$ cat src/rtl/dma_dat_rd_cmd_gen.sv
// DMA data-read command generator: walks surface/burst/group/row loops and emits {len, base, offset} bursts.
// Latency: first command valid one cycle after start; one command per cycle while rd_req_rdy is high.
// Backpressure: rd_req_pd is held while vld & !rdy; with DMA_DAT_OUTST_LIMIT_EN, vld is withheld at MAX_OUTST credits.
module dma_dat_rd_cmd_gen #(
  parameter int ADDR_W     = 32,
  parameter int LOG2_BURST = 4,
  parameter int PIX_BYTES  = 8,
  parameter int W_W        = 12,
  parameter int H_W        = 12,
  parameter int GRP_W      = 8,
  parameter int SG_W       = 5,
  parameter int MAX_OUTST  = 8
) (
  input  logic                           clk,
  input  logic                           rst_n,
  input  logic                           start,
  input  logic                           abort,
  input  logic [W_W-1:0]                 win,
  input  logic [H_W-1:0]                 hin,
  input  logic [GRP_W-1:0]               grp_num,
  input  logic [SG_W-1:0]                grp_sz_m1,
  input  logic [SG_W-1:0]                grp_res_m1,
  input  logic [ADDR_W-1:0]              base_addr,
  input  logic [ADDR_W-1:0]              surf_stride,
  input  logic [ADDR_W-1:0]              line_stride,
  output logic                           rd_req_vld,
  input  logic                           rd_req_rdy,
  output logic [LOG2_BURST+2*ADDR_W-1:0] rd_req_pd,
  input  logic                           rd_rsp_done,
  output logic                           busy,
  output logic                           done
);

  localparam int BURST = 1 << LOG2_BURST;
  localparam int PD_W  = LOG2_BURST + 2 * ADDR_W;
  localparam logic [ADDR_W-1:0]     K_STEP   = ADDR_W'(BURST * PIX_BYTES);
  localparam logic [LOG2_BURST-1:0] LEN_FULL = '1;

  // job configuration captured at start
  logic [W_W-1:0]        klast_q, klast_d;
  logic [LOG2_BURST-1:0] lenlast_q, lenlast_d;
  logic [H_W-1:0]        hlast_q, hlast_d;
  logic [GRP_W-1:0]      glast_q, glast_d;
  logic [SG_W-1:0]       gsz_q, gsz_d, gres_q, gres_d;
  logic [ADDR_W-1:0]     base_q, base_d, ss_q, ss_d, ls_q, ls_d;

  // loop counters of the command currently held in rd_req_pd, and their address biases
  logic [SG_W-1:0]   kk_q, kk_d;
  logic [W_W-1:0]    k_q, k_d;
  logic [GRP_W-1:0]  g_q, g_d;
  logic [H_W-1:0]    h_q, h_d;
  logic [ADDR_W-1:0] kkb_q, kkb_d, kb_q, kb_d, gb_q, gb_d, hb_q, hb_d;

  logic            busy_q, busy_d, done_q, done_d, vld_q, vld_d, have_q, have_d;
  logic [PD_W-1:0] pd_q, pd_d;

  logic            hs, start_ok, zero_job, last_cmd;
  logic            kk_end, k_end, g_end, h_end;
  logic [SG_W-1:0] kk_lim;
  logic [W_W-1:0]  win_m1;
  logic [W_W-1:0]  klast_in;
  logic [LOG2_BURST-1:0] len_n;

  assign hs       = vld_q & rd_req_rdy;
  assign start_ok = start & ~busy_q & ~abort;
  assign zero_job = (win == '0) | (hin == '0) | (grp_num == '0);
  assign win_m1   = win - W_W'(1);
  assign klast_in = win_m1 >> LOG2_BURST;
  assign kk_lim   = (g_q == glast_q) ? gres_q : gsz_q;
  assign kk_end   = (kk_q == kk_lim);
  assign k_end    = (k_q == klast_q);
  assign g_end    = (g_q == glast_q);
  assign h_end    = (h_q == hlast_q);
  assign last_cmd = kk_end & k_end & g_end & h_end;

  // next-state: job launch, abort, and loop advance on each handshake
  always_comb begin
    klast_d   = klast_q;
    lenlast_d = lenlast_q;
    hlast_d   = hlast_q;
    glast_d   = glast_q;
    gsz_d     = gsz_q;
    gres_d    = gres_q;
    base_d    = base_q;
    ss_d      = ss_q;
    ls_d      = ls_q;
    kk_d      = kk_q;
    k_d       = k_q;
    g_d       = g_q;
    h_d       = h_q;
    kkb_d     = kkb_q;
    kb_d      = kb_q;
    gb_d      = gb_q;
    hb_d      = hb_q;
    busy_d    = busy_q;
    have_d    = have_q;
    pd_d      = pd_q;
    done_d    = 1'b0;
    len_n     = LEN_FULL;

    if (abort & busy_q) begin
      busy_d = 1'b0;
      have_d = 1'b0;
      kk_d = '0; k_d = '0; g_d = '0; h_d = '0;
      kkb_d = '0; kb_d = '0; gb_d = '0; hb_d = '0;
    end else if (start_ok) begin
      klast_d   = klast_in;
      lenlast_d = win_m1[LOG2_BURST-1:0];
      hlast_d   = hin - H_W'(1);
      glast_d   = grp_num - GRP_W'(1);
      gsz_d     = grp_sz_m1;
      gres_d    = grp_res_m1;
      base_d    = base_addr;
      ss_d      = surf_stride;
      ls_d      = line_stride;
      kk_d = '0; k_d = '0; g_d = '0; h_d = '0;
      kkb_d = '0; kb_d = '0; gb_d = '0; hb_d = '0;
      if (zero_job) begin
        done_d = 1'b1;
      end else begin
        busy_d = 1'b1;
        have_d = 1'b1;
        len_n  = (klast_in == '0) ? win_m1[LOG2_BURST-1:0] : LEN_FULL;
        pd_d   = {len_n, base_addr, {ADDR_W{1'b0}}};
      end
    end else if (hs) begin
      if (last_cmd) begin
        busy_d = 1'b0;
        have_d = 1'b0;
        done_d = 1'b1;
        kk_d = '0; k_d = '0; g_d = '0; h_d = '0;
        kkb_d = '0; kb_d = '0; gb_d = '0; hb_d = '0;
      end else begin
        if (!kk_end) begin
          kk_d  = kk_q + 1'b1;
          kkb_d = kkb_q + ss_q;
        end else begin
          kk_d  = '0;
          kkb_d = '0;
          if (!k_end) begin
            k_d  = k_q + 1'b1;
            kb_d = kb_q + K_STEP;
          end else begin
            k_d  = '0;
            kb_d = '0;
            if (!g_end) begin
              // a full group spans (grp_sz_m1+1) surfaces: last kk bias plus one more stride
              g_d  = g_q + 1'b1;
              gb_d = gb_q + kkb_q + ss_q;
            end else begin
              g_d  = '0;
              gb_d = '0;
              h_d  = h_q + 1'b1;
              hb_d = hb_q + ls_q;
            end
          end
        end
        len_n  = (k_d == klast_q) ? lenlast_q : LEN_FULL;
        have_d = 1'b1;
        pd_d   = {len_n, base_q, kkb_d + kb_d + gb_d + hb_d};
      end
    end
  end

`ifdef DMA_DAT_OUTST_LIMIT_EN
  localparam int CNT_W = $clog2(MAX_OUTST + 1);
  logic [CNT_W-1:0] cnt_q, cnt_d;

  // outstanding-burst credits; a new command is only presented below the limit
  always_comb begin
    cnt_d = cnt_q;
    if (hs & ~rd_rsp_done) begin
      cnt_d = cnt_q + 1'b1;
    end else if (~hs & rd_rsp_done & (cnt_q != '0)) begin
      cnt_d = cnt_q - 1'b1;
    end
    vld_d = have_d & (cnt_d != CNT_W'(MAX_OUTST));
  end

  // credit counter register
  always_ff @(posedge clk or negedge rst_n) begin
    if (!rst_n) cnt_q <= '0;
    else        cnt_q <= cnt_d;
  end
`else
  logic unused_rsp;
  assign unused_rsp = rd_rsp_done | (MAX_OUTST < 0);

  // no credit limit: a held command is always presented
  always_comb begin
    vld_d = have_d;
  end
`endif

  // state registers
  always_ff @(posedge clk or negedge rst_n) begin
    if (!rst_n) begin
      klast_q <= '0; lenlast_q <= '0; hlast_q <= '0; glast_q <= '0;
      gsz_q <= '0; gres_q <= '0; base_q <= '0; ss_q <= '0; ls_q <= '0;
      kk_q <= '0; k_q <= '0; g_q <= '0; h_q <= '0;
      kkb_q <= '0; kb_q <= '0; gb_q <= '0; hb_q <= '0;
      busy_q <= 1'b0; done_q <= 1'b0; vld_q <= 1'b0; have_q <= 1'b0;
      pd_q <= '0;
    end else begin
      klast_q <= klast_d; lenlast_q <= lenlast_d; hlast_q <= hlast_d; glast_q <= glast_d;
      gsz_q <= gsz_d; gres_q <= gres_d; base_q <= base_d; ss_q <= ss_d; ls_q <= ls_d;
      kk_q <= kk_d; k_q <= k_d; g_q <= g_d; h_q <= h_d;
      kkb_q <= kkb_d; kb_q <= kb_d; gb_q <= gb_d; hb_q <= hb_d;
      busy_q <= busy_d; done_q <= done_d; vld_q <= vld_d; have_q <= have_d;
      pd_q <= pd_d;
    end
  end

  assign rd_req_vld = vld_q;
  assign rd_req_pd  = pd_q;
  assign busy       = busy_q;
  assign done       = done_q;

endmodule

$ cat config.mk
export PLATFORM = sky130hd
export DESIGN_NAME = dma_dat_rd_cmd_gen
export DESIGN_NICKNAME = d
export VERILOG_FILES = /design/src/rtl/dma_dat_rd_cmd_gen.sv
export SDC_FILE = /design/constraint.sdc
export NUM_CORES = 1
export LEC_CHECK = 0
export ABC_AREA = 1
export CAP_MARGIN = 5
export CORE_ASPECT_RATIO = 1.2
export CORE_MARGIN = 2
export CORE_UTILIZATION = 54
export CTS_CLUSTER_SIZE = 28
export DETAILED_ROUTE_END_ITERATION = 8
export HOLD_SLACK_MARGIN = 0.06
export PLACE_DENSITY = 0.83
export SLEW_MARGIN = 20
export SYNTH_ARGS = -nofsm -noshare
export SYNTH_HDL_FRONTEND = slang
export SYNTH_SLANG_ARGS = --single-unit
$ cat constraint.sdc
create_clock -name clk -period 5.85 [get_ports clk]
set_input_delay 0.8775 -clock clk [delete_from_list [all_inputs] [get_ports clk]]
set_output_delay 0.8775 -clock clk [all_outputs]
set_load 0.01 [all_outputs]
==> summary.md <==
| Metric | Value |
|---|---|
| Pre-CTS WS | -0.1650 ns |
| Placed instance count | 4261 |
| WP data required | approximately 6.3 ns |
| Antenna violations before repair | 0 |
| Worst setup EP type | flip-flop |
| Inserted Clock Buffers | 41 |
| Mapped Avg Cell Area | 7.649 um^2 |
| Port Buf Inserts | approximately 210 |
| Final net count | 4080 |
| Synth-to-Final Area Change | 22.37% |
| Detail Route Antenna Nets | 0 |
| Fillers | 3788 |
| 1st-iter DRT viols | between 1.5k and 2k |
| Worst Setup Slack, final | 0.1104 ns |
| Routability congestion estimate | 1.001 |
| # rows | slightly below 90 |
| Skew-Pair Late Insertion Delay | 0.59 ns |
| Share of layout cells above drive strength 1 | between 10% and 20% |
| Inserted Diodes | 0 |
| Clock Tree Root | clkbuf_16 |
| H-tree level count | 2 |
| Post-synth EDFFs | 0 |
| Period utilization | 98.11% |
| CTS Sinks | about 370 |
| Arrival time worst endpoint | 6.21 ns |
| Final Power | ~17 mW |
| First-pass DRT Iterations | 8 |
| Detailed Place HPWL | 55.46 mm |
| Top Ports | 215 |
| Relative slew slack | 34.93% |
| Die H | 243.8 um |
| Dominant synthesized flop cell | dfrtp_1 |
| Min-Delay Path Class | in -> async |
| Synth Instances | 3383 |
| Max clock buf depth | 3 |
| GRT Total Usage | a little under a third |
| DR WL/cell | 17.58 um |
| DRC | 0 |
| Core area | 0.04713 mm^2 |
| Overflow after GRT | 0 |
| Die width | 203.8 um |
| Tmin final | 5.740 ns |
| CTS tree | done |
| CP Launch Type | flip-flop |
| Commonest non-fill, non-tap cell in the layout | nand2_1 |
| Pin count of the biggest net entering global routing | 137 |
| Fmax | 174.2 MHz |
| Fin. max-slew vios | 0 |
| Register area share after synthesis | a little over a third |
| Unrepaired setup endpoints after global routing | yes |
| Worst Tran Pin Value | 0.9760 ns |
| Total die area | approximately 0.050 mm^2 |
| Drt via density | 5.545 |
| Yosys cell types | 57 |
| Final Non-Filler Cells | 4362 |
| Commonest non-fill, non-tap cells in the layout | nand2_1 (1043), inv_1 (374), dfrtp_1 (372), o21ai_0 (250), clkdlybuf4s50_1 (212) |
| Vias | about 24k |
| Global-route wire length before repair | 121.5 mm |
| Peak VDD IR | 0.0003498 V |
| Clock Skews | 0.02201 ns |
| Starting Density | a little over half |
| Post-Syn Nets | 3755 |
| Cts hold-fix bufs | 0 |
| Worst-path maximum fanout | 3 |
| Number of synthesized register bits | 374 |
| Pwr/cell area | 530.9 mW/mm^2 |
| Leakage power figure | 15.63 nW |
| Synth warn | 0 |
| Crit path kind | reg -> reg |
| Number of global-route vias before repair | 24.17k |
| Mapped Area | 0.02588 mm^2 |
| Final Setup Violations | 0 |
| Reg clk slew, reported paths | approximately 0.06 ns |
| Total of max-cap violations | 0 |
| Asr flop ratio synth | 100.0% |
| Slowest stage cell on the critical path | fa_1 |
| Status | complete, no violations |
| CP peak stage delay | around 0.58 ns |
| Post-Route WL | 76.66 mm |
| Final Hold Viols | 0 |
[metrics by stage]
| stage | setup TNS (ns) | area [um^2] | hold slack [ns] | util [%] |
|---|---|---|---|---|
| CTS | 0 | 30810 | 0.2588 | 65.37 |
| floorplan | 0 | 25880 | 0.4334 | - |
| global route | -0.6227 | 31670 | 0.2927 | 67.18 |
| detailed placement | -0.2946 | 29430 | 0.4561 | 62.43 |
| finish | 0 | 31670 | 0.2544 | 67.18 |
| global placement | -0.1456 | 29430 | 0.4484 | 62.43 |
[worst paths after layout]
| check | cells past startpoint | end | startpoint | slack [ns] |
|---|---|---|---|---|
| worst min-delay path | 1 | ss_q[4] | rst_n | 0.25 |
| worst max register to register | 33 | rd_req_pd[31] | kkb_q[1] | 0.11 |
| min in group clk | 2 | base_q[12] | base_q[12] | 0.47 |
| max in group asynchronous | 2 | kb_q[30] | rst_n | 4.26 |
| worst min register to register | 2 | base_q[12] | base_q[12] | 0.47 |
| worst max-delay path | 33 | rd_req_pd[31] | kkb_q[1] | 0.11 |
[area by class of cell]
cell class / count / area, um^2 / area share, %
Sequential cell: 374 / 9361 / 29.56
Multi-Input combinational cell: 2512 / 15160 / 47.87
Clock inverter: 15 / 151.4 / 0.4781
Clock buffer: 59 / 1215 / 3.837
Timing Repair Buffer: 383 / 3502 / 11.06
Tap cell: 623 / 779.5 / 2.462
Inverter: 396 / 1496 / 4.726
[cell usage after synthesis (55+ instances only)]
cell	n	area (um^2)
nand2_1	1060	3979
inv_1	386	1449
dfrtp_1	374	9359
o21ai_0	274	1371
a21oi_1	177	885.9
nor2_1	161	604.3
nand3_1	151	755.7
ha_1	132	1652
fa_1	96	1922
xor2_1	70	613.1
o22ai_1	64	400.4
xnor2_1	62	543.0
clkbuf_1	55	206.5
[timing repair]
action                                  in CTS  in global routing
setup buffers                                0                 26
gates resized for setup                     13                156
gates cloned                                 0                  1
pin swaps                                    1                 64
endpoints found under the setup margin       7                 17
[state kept, by name, summed over array words and instances, names as in the netlist]
| register | count |
|---|---|
| kkb_q | 32 |
| have_q | 1 |
| ss_q | 32 |
| hb_q | 32 |
| lenlast_q | 4 |
| gsz_q | 5 |
| h_q | 12 |
| rd_req_pd | 68 |
| hlast_q | 12 |
| ls_q | 32 |
| klast_q | 8 |
| gres_q | 5 |
| done | 1 |
| glast_q | 8 |
| g_q | 8 |
| base_q | 32 |
| k_q | 12 |
| gb_q | 32 |
| busy | 1 |
| kb_q | 32 |
| kk_q | 5 |
[worst max-delay path: cells and delay by family, from the launching register on]
| family | cells | cell delay [ns] |
|---|---|---|
| flip-flops | 1 | 0.41 |
| AND/OR/NAND/NOR | 14 | 1.17 |
| adder cells (fa/ha/maj) | 6 | 2.41 |
| AO/OA/AOI/OAI | 6 | 0.87 |
| buffers and inverters | 6 | 0.59 |
| XOR/XNOR | 1 | 0.16 |
[cells by family (layout without fill, tap and decap cells)]
group                      after synthesis  after routing  synth area share [%]
and+or+nand+nor                       1508           1509                 24.02
xor gates and xnor gates               132            132                 4.468
DFF                                    374            374                 36.17
buffers and inverters                  498            853                 7.606
adders and majority gates              228            228                 13.81
AOI/OAI and AO/OA                      641            641                 13.86
muxes                                    2              2               0.07737
[power by group]
group / internal (mW) / switching (mW) / leakage, nW
Clock: 1.54 / 1.14 / 0.686
Sequential: 3.44 / 0.739 / 4.85
Combinational: 3.99 / 5.96 / 10.1
Total: 8.98 / 7.84 / 15.6
[per-layer routing]
metal	up-vias	part of all wire, %	wire [um]	global-route usage, %
met5	-	0	0	0
met4	0	4.9	3768	14.49
met3	199	7.7	5884	5.993
met2	885	48	36760	51.21
met1	11440	39	30250	38.32
li1	11660	-	-	-
(Power assumes the default switching activity.)
